$ cat config.mk
export PLATFORM = sky130hd
export DESIGN_NAME = control_sequencer
export DESIGN_NICKNAME = d
export VERILOG_FILES = /design/src/rtl/control_sequencer.sv
export SDC_FILE = /design/constraint.sdc
export NUM_CORES = 1
export LEC_CHECK = 0
export CORE_MARGIN = 5
export CORE_UTILIZATION = 42
export DETAILED_ROUTE_END_ITERATION = 7
export GPL_TIMING_DRIVEN = 0
export HOLD_SLACK_MARGIN = 0.15
export PLACE_DENSITY = 0.93
export SYNTH_ARGS = -nofsm -noshare
export SYNTH_HDL_FRONTEND = slang
export SYNTH_SLANG_ARGS = --single-unit
$ cat constraint.sdc
create_clock -name clk -period 4.2 [get_ports clk]
set_input_delay 0.84 -clock clk [delete_from_list [all_inputs] [get_ports clk]]
set_output_delay 0.84 -clock clk [all_outputs]
set_load 0.02 [all_outputs]
$ cat src/rtl/control_sequencer.sv
// kwanCPU microcode sequencer: falling-edge step counter, halt latch and conditional-jump decode.
// Optional SEQ_EARLY_END_EN: restart at T0 as soon as the next microstep would be empty.
module control_sequencer #(
  parameter int NSTEPS = 5,
  parameter int OPW    = 4
) (
  input  logic           clk,
  input  logic           rst,
  input  logic [OPW-1:0] opcode,
  input  logic           cf,
  input  logic           zf,
  output logic [2:0]     step,
  output logic           hlt,
  output logic           mi_,
  output logic           ri_,
  output logic           ro_,
  output logic           ii_,
  output logic           io_,
  output logic           ai_,
  output logic           ao_,
  output logic           bi_,
  output logic           eo_,
  output logic           su,
  output logic           fi_,
  output logic           oi,
  output logic           ce,
  output logic           co_,
  output logic           j_
);

  // Internal control word is active-high throughout; polarity is applied at the pins.
  typedef struct packed {
    logic hlt;
    logic mi;
    logic ri;
    logic ro;
    logic ii;
    logic io;
    logic ai;
    logic ao;
    logic bi;
    logic eo;
    logic su;
    logic fi;
    logic oi;
    logic ce;
    logic co;
    logic j;
  } ctl_t;

  localparam logic [OPW-1:0] OP_LDA = OPW'(4'h1);
  localparam logic [OPW-1:0] OP_ADD = OPW'(4'h2);
  localparam logic [OPW-1:0] OP_SUB = OPW'(4'h3);
  localparam logic [OPW-1:0] OP_STA = OPW'(4'h4);
  localparam logic [OPW-1:0] OP_LDI = OPW'(4'h5);
  localparam logic [OPW-1:0] OP_JMP = OPW'(4'h6);
  localparam logic [OPW-1:0] OP_JC  = OPW'(4'h7);
  localparam logic [OPW-1:0] OP_JZ  = OPW'(4'h8);
  localparam logic [OPW-1:0] OP_OUT = OPW'(4'he);
  localparam logic [OPW-1:0] OP_HLT = OPW'(4'hf);

  function automatic ctl_t ucode(input logic [2:0] s, input logic [OPW-1:0] op,
                                 input logic c, input logic z);
    ctl_t w;
    w = '0;
    if (int'(s) < NSTEPS) begin
      case (s)
        3'd0: begin w.co = 1'b1; w.mi = 1'b1; end
        3'd1: begin w.ro = 1'b1; w.ii = 1'b1; w.ce = 1'b1; end
        3'd2: begin
          case (op)
            OP_LDA, OP_ADD, OP_SUB, OP_STA: begin w.io = 1'b1; w.mi = 1'b1; end
            OP_LDI: begin w.io = 1'b1; w.ai = 1'b1; end
            OP_JMP: begin w.io = 1'b1; w.j = 1'b1; end
            OP_JC:  begin w.io = c; w.j = c; end
            OP_JZ:  begin w.io = z; w.j = z; end
            OP_OUT: begin w.ao = 1'b1; w.oi = 1'b1; end
            OP_HLT: w.hlt = 1'b1;
            default: ;
          endcase
        end
        3'd3: begin
          case (op)
            OP_LDA:         begin w.ro = 1'b1; w.ai = 1'b1; end
            OP_ADD, OP_SUB: begin w.ro = 1'b1; w.bi = 1'b1; end
            OP_STA:         begin w.ao = 1'b1; w.ri = 1'b1; end
            default: ;
          endcase
        end
        3'd4: begin
          if (op == OP_ADD || op == OP_SUB) begin
            w.eo = 1'b1;
            w.ai = 1'b1;
            w.fi = 1'b1;
            w.su = (op == OP_SUB);
          end
        end
        default: ;
      endcase
    end
    return w;
  endfunction

  logic halted;
  logic last;
  logic early_end;
  ctl_t cur;
  ctl_t word;

  assign cur  = ucode(step, opcode, cf, zf);
  assign last = (step == 3'(NSTEPS - 1));

`ifdef SEQ_EARLY_END_EN
  // Flags are only meaningful in T2, so a conditional jump's T2 counts as occupied when looking ahead.
  assign early_end = (ucode(3'(step + 3'd1), opcode, 1'b1, 1'b1) == '0);
`else
  assign early_end = 1'b0;
`endif

  always_comb begin
    word = cur;
    if (halted) begin
      word     = '0;
      word.hlt = 1'b1;
    end
    if (rst) begin
      word = '0;
    end
  end

  // Falling-edge update gives the datapath a half cycle of settled controls before its rising edge.
  always_ff @(negedge clk) begin
    if (rst) begin
      step   <= 3'd0;
      halted <= 1'b0;
    end else if (!halted) begin
      if (cur.hlt) begin
        halted <= 1'b1;
      end else if (last || early_end) begin
        step <= 3'd0;
      end else begin
        step <= 3'(step + 3'd1);
      end
    end
  end

  assign hlt = word.hlt;
  assign mi_ = ~word.mi;
  assign ri_ = ~word.ri;
  assign ro_ = ~word.ro;
  assign ii_ = ~word.ii;
  assign io_ = ~word.io;
  assign ai_ = ~word.ai;
  assign ao_ = ~word.ao;
  assign bi_ = ~word.bi;
  assign eo_ = ~word.eo;
  assign su  = word.su;
  assign fi_ = ~word.fi;
  assign oi  = word.oi;
  assign ce  = word.ce;
  assign co_ = ~word.co;
  assign j_  = ~word.j;

endmodule
# After elaboration in Yosys (flattened, before gate mapping)
# Index checks and enable logic that the tools add are counted.
dict set report totals {
  wordCells 70
  regBits 4
}
dict set report op_classes {
  n_reduce_logical 7
  eq_ne 14
  order_cmp 1
  mux 31
  bitwise_logic 14
  addsub 1
}
# op n
set op_table {}
lappend op_table {{two-way mux 16 bit} 3}
lappend op_table {{two-way mux 1 bit} 19}
lappend op_table {{== test 4 x 3 -> 1 bit, second input constant} 4}
lappend op_table {{NOT 1 bit} 14}
lappend op_table {{== test 4 bit, second input constant} 3}
lappend op_table {{two-way mux 3 bit} 3}
lappend op_table {{case mux 1 bit (3 select lines)} 3}
lappend op_table {{== test 4 x 2 -> 1 bit, second input constant} 2}
lappend op_table {{== test 3 x 2 -> 1 bit, second input constant} 2}
lappend op_table {{case mux 1 bit (2 select lines)} 3}
lappend op_table {{OR reduction 6 bit} 1}
lappend op_table {{== test 4 x 1 -> 1 bit, second input constant} 1}
lappend op_table {{OR reduction 4 bit} 1}
lappend op_table {{adder 3 x 1 -> 3 bit, second input constant} 1}
lappend op_table {{== test 3 x 1 -> 1 bit, second input constant} 1}
lappend op_table {{== test 3 bit, second input constant} 1}
lappend op_table {{zero test 3 bit} 1}
lappend op_table {{less-than comparator 3 bit, second input constant} 1}
lappend op_table {{OR reduction 3 bit} 1}
lappend op_table {{AND reduction 2 bit} 1}
lappend op_table {{OR reduction 2 bit} 1}
lappend op_table {{logical OR 1 bit} 1}

# Longest topological paths before layout
# Gate-level depths: netlist of the first run.
dict set report logic_depth {
  ltp_word 8
  depth_mapped 6
  mapped_depth_nobuf 5
}

==> results of run 1 <==
==> final timing paths <==
path | endpoint | slack, ns | cells after the start
setup / recovery | ai_ | -0.53 | 6
hold / removal | step[2]$_SDFFE_NP0P_ | 0.61 | 2
setup reg to reg | step[0]$_SDFFE_NP0P_ | 2.59 | 6
hold reg to reg | step[2]$_SDFFE_NP0P_ | 0.61 | 2
==> layout by cell type (no fill, tap or decap), types with 2 or more instances in the layout <==
cell type	instances
sky130_fd_sc_hd__and2_4	3
sky130_fd_sc_hd__nor3_1	2
sky130_fd_sc_hd__nor2_1	4
sky130_fd_sc_hd__nor2b_4	2
sky130_fd_sc_hd__clkdlybuf4s50_1	4
sky130_fd_sc_hd__o21ai_0	2
sky130_fd_sc_hd__nand2_4	2
sky130_fd_sc_hd__o211ai_1	2
sky130_fd_sc_hd__dlygate4sd2_1	3
sky130_fd_sc_hd__dfxtp_4	2
sky130_fd_sc_hd__buf_4	20
sky130_fd_sc_hd__nor2b_1	2
sky130_fd_sc_hd__nand3_2	2
sky130_fd_sc_hd__buf_6	18
sky130_fd_sc_hd__and3_4	2
sky130_fd_sc_hd__nand2b_1	3
sky130_fd_sc_hd__inv_4	2
sky130_fd_sc_hd__ha_4	4
sky130_fd_sc_hd__nand3b_1	3
sky130_fd_sc_hd__buf_2	3
sky130_fd_sc_hd__inv_1	5
sky130_fd_sc_hd__clkbuf_4	3
==> routing by layer <==
metal | part of all wire | vias up | GRT usage
met4 | 0.059 | 0 | 0.0966
met3 | 0.095 | 18 | 0.0469
li1 | - | 366 | -
met5 | 0 | - | 0
met1 | 0.36 | 401 | 0.236
met2 | 0.49 | 62 | 0.393
==> stage by stage <==
stage / hold WS, ns / worst slack [ns] / cells / util
floorplan: 0.514 / -0.0729 / 71 / -
global placement: 0.533 / -0.538 / 110 / 0.712
detailed placement: 0.546 / -0.544 / 110 / 0.712
CTS: 0.574 / -0.406 / 128 / 0.846
global route: 0.626 / -0.584 / 137 / 0.963
finish: 0.613 / -0.526 / 137 / 0.963
==> kinds of logic after synthesis <==
family	count (synthesis)	synth area share
and+or+nand+nor	36	0.401
AOI/OAI and AO/OA	14	0.221
buffers and inverters	10	0.0802
adders and majority gates	5	0.111
DFF	4	0.143
muxes	2	0.0445
==> synthesized netlist by cell type, drive strengths merged <==
| library cell | count | area, um^2 |
|---|---|---|
| inv | 6 | 22.5 |
| ha | 5 | 62.6 |
| and2 | 4 | 27.5 |
| buf | 4 | 22.5 |
| dfxtp | 4 | 80.1 |
| nand2 | 4 | 15.0 |
| nand2b | 4 | 25.0 |
| nor2 | 4 | 15.0 |
| nor2b | 4 | 27.5 |
| o21ai | 4 | 20.0 |
| nand3 | 3 | 15.0 |
| nand3b | 3 | 22.5 |
| nor3 | 3 | 20.0 |
| a2111oi | 2 | 17.5 |
| a32o | 2 | 20.0 |
| and3 | 2 | 12.5 |
| o211ai | 2 | 15.0 |
| a31oi | 1 | 6.26 |
| a41o | 1 | 21.3 |
| and3b | 1 | 10.0 |
| and4 | 1 | 10.0 |
| mux2 | 1 | 15.0 |
| mux2i | 1 | 10.0 |
| nand4 | 1 | 6.26 |
| nor4b | 1 | 8.76 |
| nor4bb | 1 | 10.0 |
| o21a | 1 | 7.51 |
| o41ai | 1 | 16.3 |
==> registers in the layout, indices dropped and copies added (netlist names) <==
signal,flops
step,3
halted,1
==> final cells by class <==
type,count,share of cell area
tap,15,0.0152
clock inverter,4,0.0121
timing repair buffer,45,0.338
multi-input combinational,57,0.498
clock buffer,3,0.0182
buffer,4,0.0233
sequential,4,0.0718
inverter,5,0.0233
==> power by group through the flow <==
stage / Combinational, mW / Clock (mW) / Sequential, mW
floorplan: 0.0673 / 0.00737 / 0.0573
detailed placement: 0.112 / 0.00737 / 0.0535
finish: 0.189 / 0.0782 / 0.0525
global placement: 0.110 / 0.00737 / 0.0533
global route: 0.197 / 0.0850 / 0.0529
CTS: 0.138 / 0.0628 / 0.0518
==> critical path: stages (launching register included) <==
cell                        delay [ns]
sky130_fd_sc_hd__dfxtp_4          0.37
sky130_fd_sc_hd__clkinv_4         0.06
sky130_fd_sc_hd__ha_4             0.14
sky130_fd_sc_hd__nand3b_1         0.11
sky130_fd_sc_hd__a2111oi_2        0.43
sky130_fd_sc_hd__o211ai_1         0.16
sky130_fd_sc_hd__buf_4            0.18
==> timing repair <==
action                                  CTS  global route
endpoints found under the setup margin   18            18
pin swaps                                11            14
gates cloned                              1             0
hold buffers                              0             0
gates resized for setup                 106            27
setup buffers                            11             9
==> out/qor_table.md, run 1 <==
| Item | This run | Unit |
| --- | --- | --- |
| Result of the run | complete, but fails checks | - |
| Failing checks | setup timing | - |
| Residual DRC | 0 | - |
| Horizontal die dimension | 46.6 | um |
| Class of the worst hold path | flop to flop | - |
| Combinational Power Share | 0.591 | - |
| Sink count of the clock tree | 4 | - |
| CORE AREA | 1280 | um^2 |
| Power density normalized to cell area | 258 | nW/um^2 |
| Setup Skew | 0.0287 | ns |
| Number of synthesized register bits | 4 | - |
| Count of antenna diodes in the layout | 0 | - |
| Placer Congestion | 0.802 | - |
| HPWL after detailed placement | 1220 | um |
| Yosys warning total | 0 | - |
| Switching Share | 0.451 | - |
| CTS HTree Levels | 1 | - |
| Final ANT Viol Nets | 0 | - |
| Finished layout cell area | 1240 | um^2 |
| Worst Setup Start Kind | flop | - |
| Clock buffers created by TritonCTS | 3 | - |
| LEAKAGE | 0.541 | nW |
| Avg Vias per Cell | 6.18 | - |
| Min-delay src | halted$_SDFF_NP0_ | - |
| Total area of multi-input combinational cells | 617 | um^2 |
| Clock latency at the later pin of the worst-skew pair | 0.34 | ns |
| Routed via count | 847 | - |
| Max Transition Viols Final | 0 | - |
| Row Count | 13 | - |
| Fillers | 23 | - |
| Gr usage total | 0.217 | - |
| First-pass GRT wire length | 3370 | um |
| Top-level port count | 27 | - |
| Data required, critical path | 3.36 | ns |
| Proportion of power drawn by the clock network | 0.245 | - |
| Post-synthesis cell type count | 33 | - |
| Area added between synthesis and finish | 120 | % |
| Antenna violations before repair | 0 | - |
| Final sum of negative setup slack | -5.27 | ns |
| Final setup violating endpoints | 17 | - |
| Arrival time at the worst endpoint | 3.89 | ns |
| Tightest Pin Transition | 0.670 | ns |
| Remaining max-slew budget at the tightest pin | 0.547 | - |
| Power, Total | 0.319 | mW |
| Worst-case clock buffer depth | 2 | - |
| Sequential-to-total area share from yosys stat | 0.143 | - |
| # nets final | 137 | - |
| Number of buffers added on ports | 24 | - |
| Root Buffer | sky130_fd_sc_hd__clkbuf_4 | - |
| Fraction of final layout cells with drive strength greater than 1 | 0.664 | - |
| Largest net degree at the start of global routing | 11 | - |
| Internal power component | 0.175 | mW |
| Clk pin slew, worst setup/hold paths | 0.06 | ns |
| Avg Synthesized Cell Area | 7.91 | um^2 |
| Number of global-route vias before repair | 777 | - |
| Number of instances in the synthesized netlist | 71 | - |
| Post-route setup slack | -0.526 | ns |
| Overflow left after global routing | 0 | - |
| Synthesized netlist net count | 84 | - |
| Power share of the sequential group | 0.164 | - |
| Worst Path Max Fanout | 5 | - |
| Endpoint kind of the worst setup timing path | output pin | - |
| Initial detailed-routing violation count | 38 | - |
| Maximum VDD drop | 0.222 | mV |
| Initial core utilization | 0.437 | - |
| Switching power | 0.144 | mW |
| Drt first pass iters | 4 | - |
| Setup repair after global routing missed its margin | yes | - |
| Average detailed-routed wire length per instance | 22.4 | um |
| Clock tree from TritonCTS | done | - |
| Vertical extent of the die | 46.6 | um |
| Setup Crit Path Kind | flop to output pin | - |
| Worst flop-to-flop path startpoint | step[0]$_SDFFE_NP0P_ | - |
| Netlist area before placement | 562 | um^2 |
| Standard cell area after detailed placement | 915 | um^2 |
| Detailed Route WL | 3070 | um |
| Start point of the critical path | step[0]$_SDFFE_NP0P_ | - |
| Die footprint | 2170 | um^2 |
| Hold violation count in the final report | 0 | - |
| Max cap viols | 0 | - |
| Sequential cell area | 88.8 | um^2 |
Power figures use the tool's default switching activity.
==> run 2: changes to the inputs <==
Settings changed: MAX_ROUTING_LAYER set to met4.
==> run 2 against run 1 <==
  * The run still ends with setup timing left
  * Non-clock buffer count is the same
  * Sequential share of layout area unchanged
  * Count of clock-buffer cells in the layout unchanged
  * Critical endpoint unchanged
  * Largest cell class unchanged
==> out/qor_table.md, run 2 (synthesis results as in run 1) <==
| Item | This run | Unit |
| --- | --- | --- |
| Die footprint | 2170 | um^2 |
| Most Used Layer, Global Route | met2 | - |
| Max cap viols | 0 | - |
| CTS HTree Levels | 1 | - |
| Endpoint kind of the worst setup timing path | output pin | - |
| Number of buffers added on ports | 24 | - |
| Worst reg2reg path depth | 6 | - |
| Placer Congestion | 0.814 | - |
| Detailed Route WL | 3070 | um |
| Global-route track usage on met2 | 0.393 | - |
| Registers with the most flip-flops | step x3, halted x1 | - |
| Most used cells in the layout excluding fill and tap cells | 20 x sky130_fd_sc_hd__buf_4, 18 x sky130_fd_sc_hd__buf_6, 5 x sky130_fd_sc_hd__inv_1 | - |
| Hold Worst Slack | 0.631 | ns |
| CORE AREA | 1280 | um^2 |
| Result of the run | complete, but fails checks | - |
| Register-to-register path setup slack | 2.59 | ns |
| Remaining max-slew budget at the tightest pin | 0.552 | - |
| Tightest Pin Transition | 0.662 | ns |
| Clk pin slew, worst setup/hold paths | 0.07 | ns |
| Vertical extent of the die | 46.6 | um |
| Power density normalized to cell area | 258 | nW/um^2 |
| Worst flop-to-flop path startpoint | step[0]$_SDFFE_NP0P_ | - |
| Initial core utilization | 0.437 | - |
| Root Buffer | sky130_fd_sc_hd__clkbuf_4 | - |
| Total area of multi-input combinational cells | 617 | um^2 |
| Avg Vias per Cell | 6.21 | - |
| Worst-case clock buffer depth | 2 | - |
| Top-level port count | 27 | - |
| Total instance count after detailed placement | 110 | - |
| LEAKAGE | 0.541 | nW |
| Largest reg by FF count | step | - |
| Slowest stage cell on the critical path | sky130_fd_sc_hd__dfxtp_4 | - |
| Setup Skew | 0.0338 | ns |
| Worst stage delay on the critical path | 0.39 | ns |
| Hold violation count in the final report | 0 | - |
| # nets final | 137 | - |
| Sequential cell area | 88.8 | um^2 |
| Arrival time at the worst endpoint | 3.88 | ns |
| Final Util | 0.963 | - |
| Standard cell area after detailed placement | 915 | um^2 |
| Max Transition Viols Final | 0 | - |
| Number of global-route vias before repair | 772 | - |
| Worst Setup Start Kind | flop | - |
| Row Count | 13 | - |
| Final ANT Viol Nets | 0 | - |
| Post-route setup slack | -0.520 | ns |
| Area added between synthesis and finish | 120 | % |
| Max reg flops | 3 | - |
| Data required, critical path | 3.36 | ns |
| Pre-CTS worst setup slack | -0.544 | ns |
| Horizontal die dimension | 46.6 | um |
| Largest net degree at the start of global routing | 11 | - |
| Met1 demand-to-capacity share in global routing | 0.245 | - |
| Average detailed-routed wire length per instance | 22.4 | um |
| Min-delay src | halted$_SDFF_NP0_ | - |
| Most used cell along the critical path | sky130_fd_sc_hd__buf_4 | - |
| Sink count of the clock tree | 4 | - |
| Hold Crit Endpoint | step[2]$_SDFFE_NP0P_ | - |
| Initial detailed-routing violation count | 29 | - |
| Global-route track usage on met3 | 0.0391 | - |
| Final sum of negative setup slack | -5.24 | ns |
| Final instance count without filler cells | 137 | - |
| Drt first pass iters | 4 | - |
| First-pass GRT wire length | 3400 | um |
| Power, Total | 0.319 | mW |
| Setup repair after global routing missed its margin | yes | - |
| Finished layout cell area | 1240 | um^2 |
| Class of the worst hold path | flop to flop | - |
| Residual DRC | 0 | - |
| Clock latency at the later pin of the worst-skew pair | 0.35 | ns |
| Fraction of final layout cells with drive strength greater than 1 | 0.664 | - |
| Overflow left after global routing | 0 | - |
| Fillers | 23 | - |
| Routed via count | 851 | - |
| Most common cell after layout, fill and taps aside | sky130_fd_sc_hd__buf_4 | - |
| Gr usage total | 0.225 | - |
| Cell-by-cell listing of the critical path | clkinv_4 > buf_4 > ha_4 > and2_4 > and3_4 > o211ai_1 > buf_4 | - |
| Maximum VDD drop | 0.223 | mV |
| Worst Path Max Fanout | 4 | - |
| Clock buffers created by TritonCTS | 3 | - |
| Final setup violating endpoints | 17 | - |
| Setup Crit Path Kind | flop to output pin | - |
| Endpoint of the worst register-to-register path | step[0]$_SDFFE_NP0P_ | - |
| HPWL after detailed placement | 1220 | um |
| Antenna violations before repair | 0 | - |
| Start point of the critical path | step[0]$_SDFFE_NP0P_ | - |
| Hold Path Depth | 2 | - |
| Failing checks | setup timing | - |
| Clock tree from TritonCTS | done | - |
| Count of antenna diodes in the layout | 0 | - |
## run 2: cell counts in the layout (fill, tap and decap cells not counted)
No cell type changed its count.
## run 2: final cells by class
| cell class | count | share of cell area |
|---|---|---|
| multi-input cells | 57 | 0.498 |
| repair buffers | 45 | 0.338 |
| flip-flops and latches | 4 | 0.0718 |
| plain buffers | 4 | 0.0233 |
| inverters | 5 | 0.0233 |
| clock buffers | 3 | 0.0182 |
| well taps | 15 | 0.0152 |
| clock inverters | 4 | 0.0121 |
## run 2: report_power, final
part / switching [mW] / internal, mW / leakage, nW
Combinational: 0.0949 / 0.0935 / 0.471
Clock: 0.0402 / 0.0380 / 0.0351
Sequential: 0.00883 / 0.0438 / 0.0345
## run 2: how the worst max path moves through the flow
| stage | end | slack (ns) |
|---|---|---|
| floorplan | ai_ | -0.07 |
| global placement | hlt | -0.54 |
| detailed placement | hlt | -0.54 |
| CTS | ai_ | -0.41 |
| global route | ai_ | -0.58 |
| finish | ai_ | -0.52 |
## run 2: critical path: cells and delay by family (launching register included)
| kind | cells | cell delay, ns |
|---|---|---|
| compound gates | 1 | 0.18 |
| simple gates | 2 | 0.32 |
| flops | 1 | 0.39 |
| buf+inv | 3 | 0.39 |
| fa+ha+maj | 1 | 0.17 |
## run 2: layer usage
metal	wire [um]	up-vias
met4	161	0
met3	270	16
met2	1510	67
li1	-	365
met1	1130	403
met5	0	-
## run 2: what timing repair did
action / in CTS / in global routing
gates cloned: 1 / 0
resized for setup: 106 / 27
pin swaps: 11 / 14
hold buffers: 0 / 0
endpoints found under the setup margin: 18 / 18
setup buffers: 11 / 9
